### config.mk
export PLATFORM = sky130hd
export DESIGN_NAME = alu8_arith_logic_core
export DESIGN_NICKNAME = d
export VERILOG_FILES = /design/src/rtl/alu8_arith_logic_core.sv
export SDC_FILE = /design/constraint.sdc
export NUM_CORES = 1
export LEC_CHECK = 0
export ABC_AREA = 1
export ABC_CLOCK_PERIOD_IN_PS = 800
export BUFFER_PORTS_ARGS = -buffer_cell sky130_fd_sc_hd__buf_2
export CAP_MARGIN = 20
export CORE_MARGIN = 2
export CORE_UTILIZATION = 45
export DETAILED_ROUTE_END_ITERATION = 8
export MAX_ROUTING_LAYER = met4
export PLACE_DENSITY = 0.68
export SLEW_MARGIN = 10
export SYNTH_ARGS = -nofsm -noshare
export SYNTH_HDL_FRONTEND = slang
export SYNTH_SLANG_ARGS = --single-unit
### constraint.sdc
create_clock -name clk -period 0.8 [get_ports clk]
set_clock_uncertainty 0.1 [all_clocks]
set_input_delay 0 -clock clk [delete_from_list [all_inputs] [get_ports clk]]
set_output_delay 0 -clock clk [all_outputs]
set_load 0.01 [all_outputs]
### src/rtl/alu8_arith_logic_core.sv
// 8-bit registered ALU: arithmetic, bitwise logic and shift groups behind a
// group mux, with the result and status flags captured every clock.
module alu8_logic_lane (
  input  logic       a,
  input  logic       b,
  input  logic [1:0] op,
  output logic       y
);
  always_comb begin
    y = 1'b0;
    case (op)
      2'b00:   y = a & b;
      2'b01:   y = a | b;
      2'b10:   y = a ^ b;
      default: y = ~a;
    endcase
  end
endmodule

module alu8_arith_logic_core (
  input  logic       clk,
  input  logic       rst,
  input  logic [7:0] A,
  input  logic [7:0] B,
  input  logic       cin,
  input  logic [3:0] s,
  output logic [7:0] F,
  output logic       CARRY,
  output logic       OVERFLOW,
  output logic       ZERO,
  output logic       A_EQUAL_B,
  output logic       A_GREATER_B,
  output logic       A_SMALLER_B
);
  localparam int NUM_LANES = 8;

  typedef enum logic [1:0] {
    GRP_ARITH = 2'b00,
    GRP_RSVD  = 2'b01,
    GRP_LOGIC = 2'b10,
    GRP_SHIFT = 2'b11
  } grp_e;

  grp_e       grp;
  logic [1:0] op;
  logic [7:0] y;
  logic [8:0] sum;
  logic [7:0] f_ar, f_lo, f_sh, f_con;
  logic       ar_carry, ar_ovf;

  assign grp = grp_e'(s[3:2]);
  assign op  = s[1:0];

  // Second operand choice turns one adder into pass/inc, add, sub and dec.
  always_comb begin
    y = 8'h00;
    case (op)
      2'b00:   y = 8'h00;
      2'b01:   y = B;
      2'b10:   y = ~B;
      default: y = 8'hFF;
    endcase
  end

  assign sum      = {1'b0, A} + {1'b0, y} + {8'h00, cin};
  assign f_ar     = sum[7:0];
  assign ar_carry = sum[8];
  assign ar_ovf   = (A[7] == y[7]) && (f_ar[7] != A[7]);

  genvar i;
  generate
    for (i = 0; i < NUM_LANES; i++) begin : g_lane
      alu8_logic_lane u_lane (
        .a  (A[i]),
        .b  (B[i]),
        .op (op),
        .y  (f_lo[i])
      );
    end
  endgenerate

  always_comb begin
    f_sh = 8'h00;
    case (op)
      2'b00:   f_sh = {A[6:0], 1'b0};
      2'b01:   f_sh = {1'b0, A[7:1]};
      2'b10:   f_sh = {A[6:0], A[7]};
      default: f_sh = {A[0], A[7:1]};
    endcase
  end

  always_comb begin
    f_con = 8'h00;
    case (grp)
      GRP_ARITH: f_con = f_ar;
      GRP_LOGIC: f_con = f_lo;
      GRP_SHIFT: f_con = f_sh;
      default:   f_con = 8'h00;
    endcase
  end

  // Arithmetic status is sticky across non-arithmetic ops; compares refresh every cycle.
  always_ff @(posedge clk or posedge rst) begin
    if (rst) begin
      F           <= 8'h00;
      CARRY       <= 1'b0;
      OVERFLOW    <= 1'b0;
      ZERO        <= 1'b0;
      A_EQUAL_B   <= 1'b0;
      A_GREATER_B <= 1'b0;
      A_SMALLER_B <= 1'b0;
    end else begin
      F           <= f_con;
      ZERO        <= (f_con == 8'h00);
      A_EQUAL_B   <= (A == B);
      A_GREATER_B <= (A > B);
      A_SMALLER_B <= (A < B);
      if (grp == GRP_ARITH) begin
        CARRY    <= ar_carry;
        OVERFLOW <= ar_ovf;
      end
    end
  end
endmodule

## After elaboration in Yosys (flattened, before gate mapping)

Index checks and enable logic that the tools add are counted.

- Register bits: 14
- Input port bits: 23

- Add/subtract/negate cells: 2
- Magnitude comparators: 2
- Equality and inequality tests: 7
- Mux-type cells: 11
- Bitwise operators: 33
- Reductions and logical operators: 4

Operators by type and width:

| cell | number |
|---|---|
| one-hot mux 8 bit (3 select lines) | 3 |
| one-hot mux 1 bit (3 select lines) | 8 |
| adder 8 x 8 -> 9 bit | 1 |
| adder 9 x 1 -> 9 bit | 1 |
| AND 1 bit | 8 |
| == test 8 bit | 1 |
| greater-than comparator 8 bit | 1 |
| logical NOT 8 bit | 1 |
| < comparator 8 bit | 1 |
| inverter 1 bit | 8 |
| inverter 8 bit | 1 |
| bitwise OR 1 bit | 8 |
| XOR 1 bit | 8 |
| == test 2 bit, second input constant | 3 |
| logical NOT 2 bit | 2 |
| == test 2 x 1 -> 1 bit, second input constant | 1 |
| == test 1 bit | 1 |
| logical AND 1 bit | 1 |
| inequality test 1 bit | 1 |

## Depth between registers and ports, before layout

- Word-level depth: 6
- Depth in mapped cells: 16
- Mapped depth without buffers: 14

## Hierarchy

Synthesis repeated with hierarchy kept, for this count alone.

- Cell total of the unflattened synthesis: 332
- Area, all modules: 1994.4 um2

By module, submodules not included:

| module | instances | cells an instance | area each (um2) | sequential area each (um2) |
|---|---|---|---|---|
| alu8_arith_logic_core | 1 | 212 | 1383.8 | 350.3 |
| alu8_logic_lane | 8 | 15 | 76.3 | 0.0 |

## Worst setup path before layout

Ideal clock, no wire load.

- Kind: input to register
- From: input s[0]
- To: register ZERO
- Library setup time: 114 ps
- Arrival time: 1841 ps
- Required time: 586 ps
- Setup slack: -1255 ps
- Cell stages on the path: 16
- Cell sequence: buf_6 -> buf_2 -> nand2_1 -> o21ai_0 -> fa_1 -> fa_1 -> nand3_1 -> nand2_1 -> nand2_1 -> nand2_1 -> nand2_1 -> nand3_1 -> nand2_1 -> inv_1 -> nand2_1 -> nor2_1

- Cells in the longest elaborated chain, start to end: 6
- Elaborated cells between the ends (all ways): 17

RTL lines:

| element | RTL line | RTL |
|---|---|---|
| from (decl) | 26 | `input logic [3:0] s,` |
| == test 2 bit, or another cell as far along | 11, 57, 84 |  |
| one-hot mux 8 bit (3 select lines) | 57 | `case (op)` |
| adder 8 x 8 -> 9 bit | 65 | `assign sum = {1'b0, A} + {1'b0, y} + {8'h00, cin};` |
| adder 9 x 1 -> 9 bit | 65 |  |
| one-hot mux 8 bit (3 select lines) * | 94 | `case (grp)` |
| net f_con[6] | 48 | `logic [7:0] f_ar, f_lo, f_sh, f_con;` |
| logical NOT 8 bit * | 114 | `ZERO <= (f_con == 8'h00);` |
| to (signal assigned) | 114 |  |
| to (decl) | 30 | `output logic ZERO,` |

The timed path passes the listed nets; every way through them passes the cells marked *.
A chain may end at the register's enable or synchronous reset.

## Worst setup path in the final report

- From: input s[0]
- To: register ZERO

- Cells in the longest elaborated chain, start to end: 6
- Elaborated cells between the ends (all ways): 17

RTL lines:

| element | RTL line |
|---|---|
| == test 2 bit, or another cell as far along | 11, 57, 84 |
| one-hot mux 8 bit (3 select lines) | 57 |
| adder 8 x 8 -> 9 bit | 65 |
| adder 9 x 1 -> 9 bit | 65 |
| one-hot mux 8 bit (3 select lines) * | 94 |
| logical NOT 8 bit * | 114 |

Mark *: on every way between the ends. The rest lies on a longest branch, timed or not.

==> results.md <==
- Status: complete, but fails checks
- Failing checks: negative setup slack
- Most frequent CP cell: nand2_1
- Largest family of logic cells by synthesized area: simple AND/OR/NAND/NOR gates
- Pwr per Cell Area: 1086 nW/um^2
- Critical Path AT: 1.74 ns
- Post-route cell area: 3085 sq um
- Clock Latency Late Sink: 0.24 ns
- Number of enable flip-flop cells after synthesis: 0
- Worst Setup SP: s[0]
- Total power: 3.352 mW
- Synth Instances: between 200 and 300
- Layout area overhead: 67.64%
- Yosys reg bits: 14
- Top FF cell, synth: dfrtp_1
- Synth Area in Simple Gates: 0.2794
- Combinational group share of total power: 0.553
- Synth top cells by count: 68 x nand2_1, 54 x inv_1, 31 x ha_1
- Pins over their slew limit: 0
- Final Setup Violations: 28
- # nets final: approximately 440
- Clock Tree Buf Depth: 2
- Top cells by area, synth: ha_1 21%, dfrtp_1 19%, nand2_1 14%
- Routed wire per std cell: 12.72 um
- Total Wirelength: 5545 um
- TritonCTS Buffers: 3
- Clock power frac: 0.202
- Sequential share of the synthesized area: 0.1903
- Critical R2R Launch: CARRY
- Num rows: 23
- CP max FO: 3
- Fmax achieved: 601.2 MHz
- Tightest Pin Transition: between 0.5 and 0.6 ns
- Die Span Y: roughly 68 um
- Top cell type's share of synthesized area: 0.2107
- Mean post-synth cell area: approximately 6.6 sq um
- Worst-path cell chain: buf_8 -> nand2_2 -> o21ai_2 -> fa_2 -> fa_2 -> inv_1 -> nand2_1 -> nand3_1 -> nand2_1 -> a21oi_2 -> nand2_1 -> nor2_1 -> nand3_1 -> nor2_1
- Worst Path Required: 0.88 ns
- Fin worst setup slack: -0.8633 ns
- Period utilization: 2.079
- Post-Syn Nets: 336
- Synth Warn #: 0
- Switching part of the total: 0.3597
- Initial antenna violation count: 0
- Critical path capture point type: flip-flop
- Diode count: 0
- Seq pwr share: 0.245
- CP max-delay cell: fa_2
- Post-route DRC violation count: 0
- Clock Sinks: 14
- Die extent in x: 67.96 um
- GPL Wtd Cong: ~0.89
- Total track usage: 0.2649
- First-pass GRT wire length: 9004 um
- Reg clk slew, reported paths: 0.06 ns
- Largest stage delay on the critical path: 0.37 ns
- Root Buffer: clkbuf_8
- Top Family by Delay on Critical Path: adder cells
- Mapped Area: approximately 1800 sq um
- Initial Util: 0.4635
- Routed vias: 2125
- Total global routing overflow: 0
- Adder-Cell Fraction of Synth Area: 0.2325
- Max VDD drop: 0.6328 mV
- Core area: around 4000 sq um
- Vias per cell: 4.874
- Final Hold Violating Endpoints: 0
- Internal: about 2.1 mW
- P_sw: approximately 1.2 mW
- CP Class: input port to flip-flop
- Largest net degree at the start of global routing: 15
- I/O pins: 37
- Post-Synth XOR/XNOR Area: 0.004759
- Minimum clock period: 1.663 ns
- Post-DP HPWL: 4331 um
- Vias in the first global route: approximately 2k
- Synth Area in Compound Gates: 0.1509
- Total of max-cap violations: 0
- H-tree depth: 1
- TritonCTS clock tree: done
- Count leader, synth: nand2_1
- Full die area: about 4600 sq um
- Placed Area: 2684 sq um
- Port Buffers: 36
- DP Worst Slack: -1.214 ns
- Post-route antenna net violation count: 0
- Nature of the critical path startpoint: input port
- Iteration-0 DRC Markers: 101
- Hold Crit Class: input port to async pin
- WP buf/inv: 2
- Leak Pwr: about 1.6 nW
- Ys async rst share: 1.000
- Sum Neg Setup Slack: -7.578 ns
- DRT Pass-1 Iters: 4
- Leading area contributor after synthesis: ha_1
- RSZ-0062 raised after global routing: true
- Relative slew margins: 0.6264
- Post-synthesis mux area share: 0
- Layout cell share with drive strength beyond 1: 0.4715
- Cell variety after synth: 24
[worst register-to-register path, delay by kind of cell (launching register included)]
family	cells	cell delay (ns)
simple gates	1	0.10
flops	1	0.37
compound gates	1	0.04
[per-layer routing]
metal / global-route usage / vias up / wire (um)
li1: - / 1107 / -
met1: 0.3121 / 952 / 2481
met2: 0.4648 / 54 / 2733
met3: 0.02303 / 12 / 183
met4: 0.1025 / 0 / 146
met5: - / - / 0
[layout by cell type (no fill, tap or decap), types with 6 or more instances in the layout]
master and n:
buf_4 60, dfrtp_1 14, a21oi_1 12, nand3_1 22, buf_2 24, inv_2 8, nand2_2 12, nand2_1 56
a21oi_2 7, nor2_1 14, ha_4 11, o21ai_1 10, o21ai_0 15, buf_6 18, inv_4 6, ha_1 18
inv_1 36
[power by group through the flow]
stage               Sequential (mW)  Combinational (mW)  Clock (mW)
floorplan                     0.884               0.797           0
global placement              0.829                1.52           0
detailed placement            0.831                1.54           0
CTS                           0.819                1.72       0.685
global route                  0.832                2.04       0.729
finish                        0.821                1.85       0.679
[kinds of logic after synthesis]
group	after synthesis
flops	14
simple gates	120
xor+xnor	1
buf+inv	60
fa+ha+maj	33
compound gates	52
[final cells by class]
type                            instances  area, sq um
Timing Repair Buffer                  108        863.3
Multi-Input combinational cell        206         1509
Sequential cell                        14        350.3
Fill cell                             310        885.9
Tap cell                               50        62.56
Inverter                               54        245.2
Clock buffer                            4        55.05
[worst paths after layout]
check | to | slack (ns) | cells after the start
worst max-delay path | ZERO | -0.86 | 14
worst min-delay path | F[5] | 0.15 | 3
worst max register to register | CARRY | 0.07 | 2
worst min register to register | OVERFLOW | 0.41 | 2
max in group asynchronous | CARRY | 0.25 | 3
min in group clk | CARRY | 0.18 | 6
[through the flow]
stage                 util  hold WS, ns  std cells
floorplan                -      -0.2108        280
global placement    0.6758     -0.06292        426
detailed placement  0.6758     -0.05764        426
CTS                 0.7454       0.1753        437
global route        0.7769       0.1972        436
finish              0.7769       0.1538        436
[timing repair]
action,in CTS,in global routing
resized for setup,52,37
setup endpoints to repair,28,42
pin swaps,30,19
endpoints found under the hold margin,14,0
buffers inserted,8,1
hold buffers,1,0
[registers in the layout (all words and copies together), names as in the netlist]
signal,cells
A_EQUAL_B,1
OVERFLOW,1
F,8
CARRY,1
ZERO,1
A_SMALLER_B,1
A_GREATER_B,1
Power figures use the tool's default switching activity.
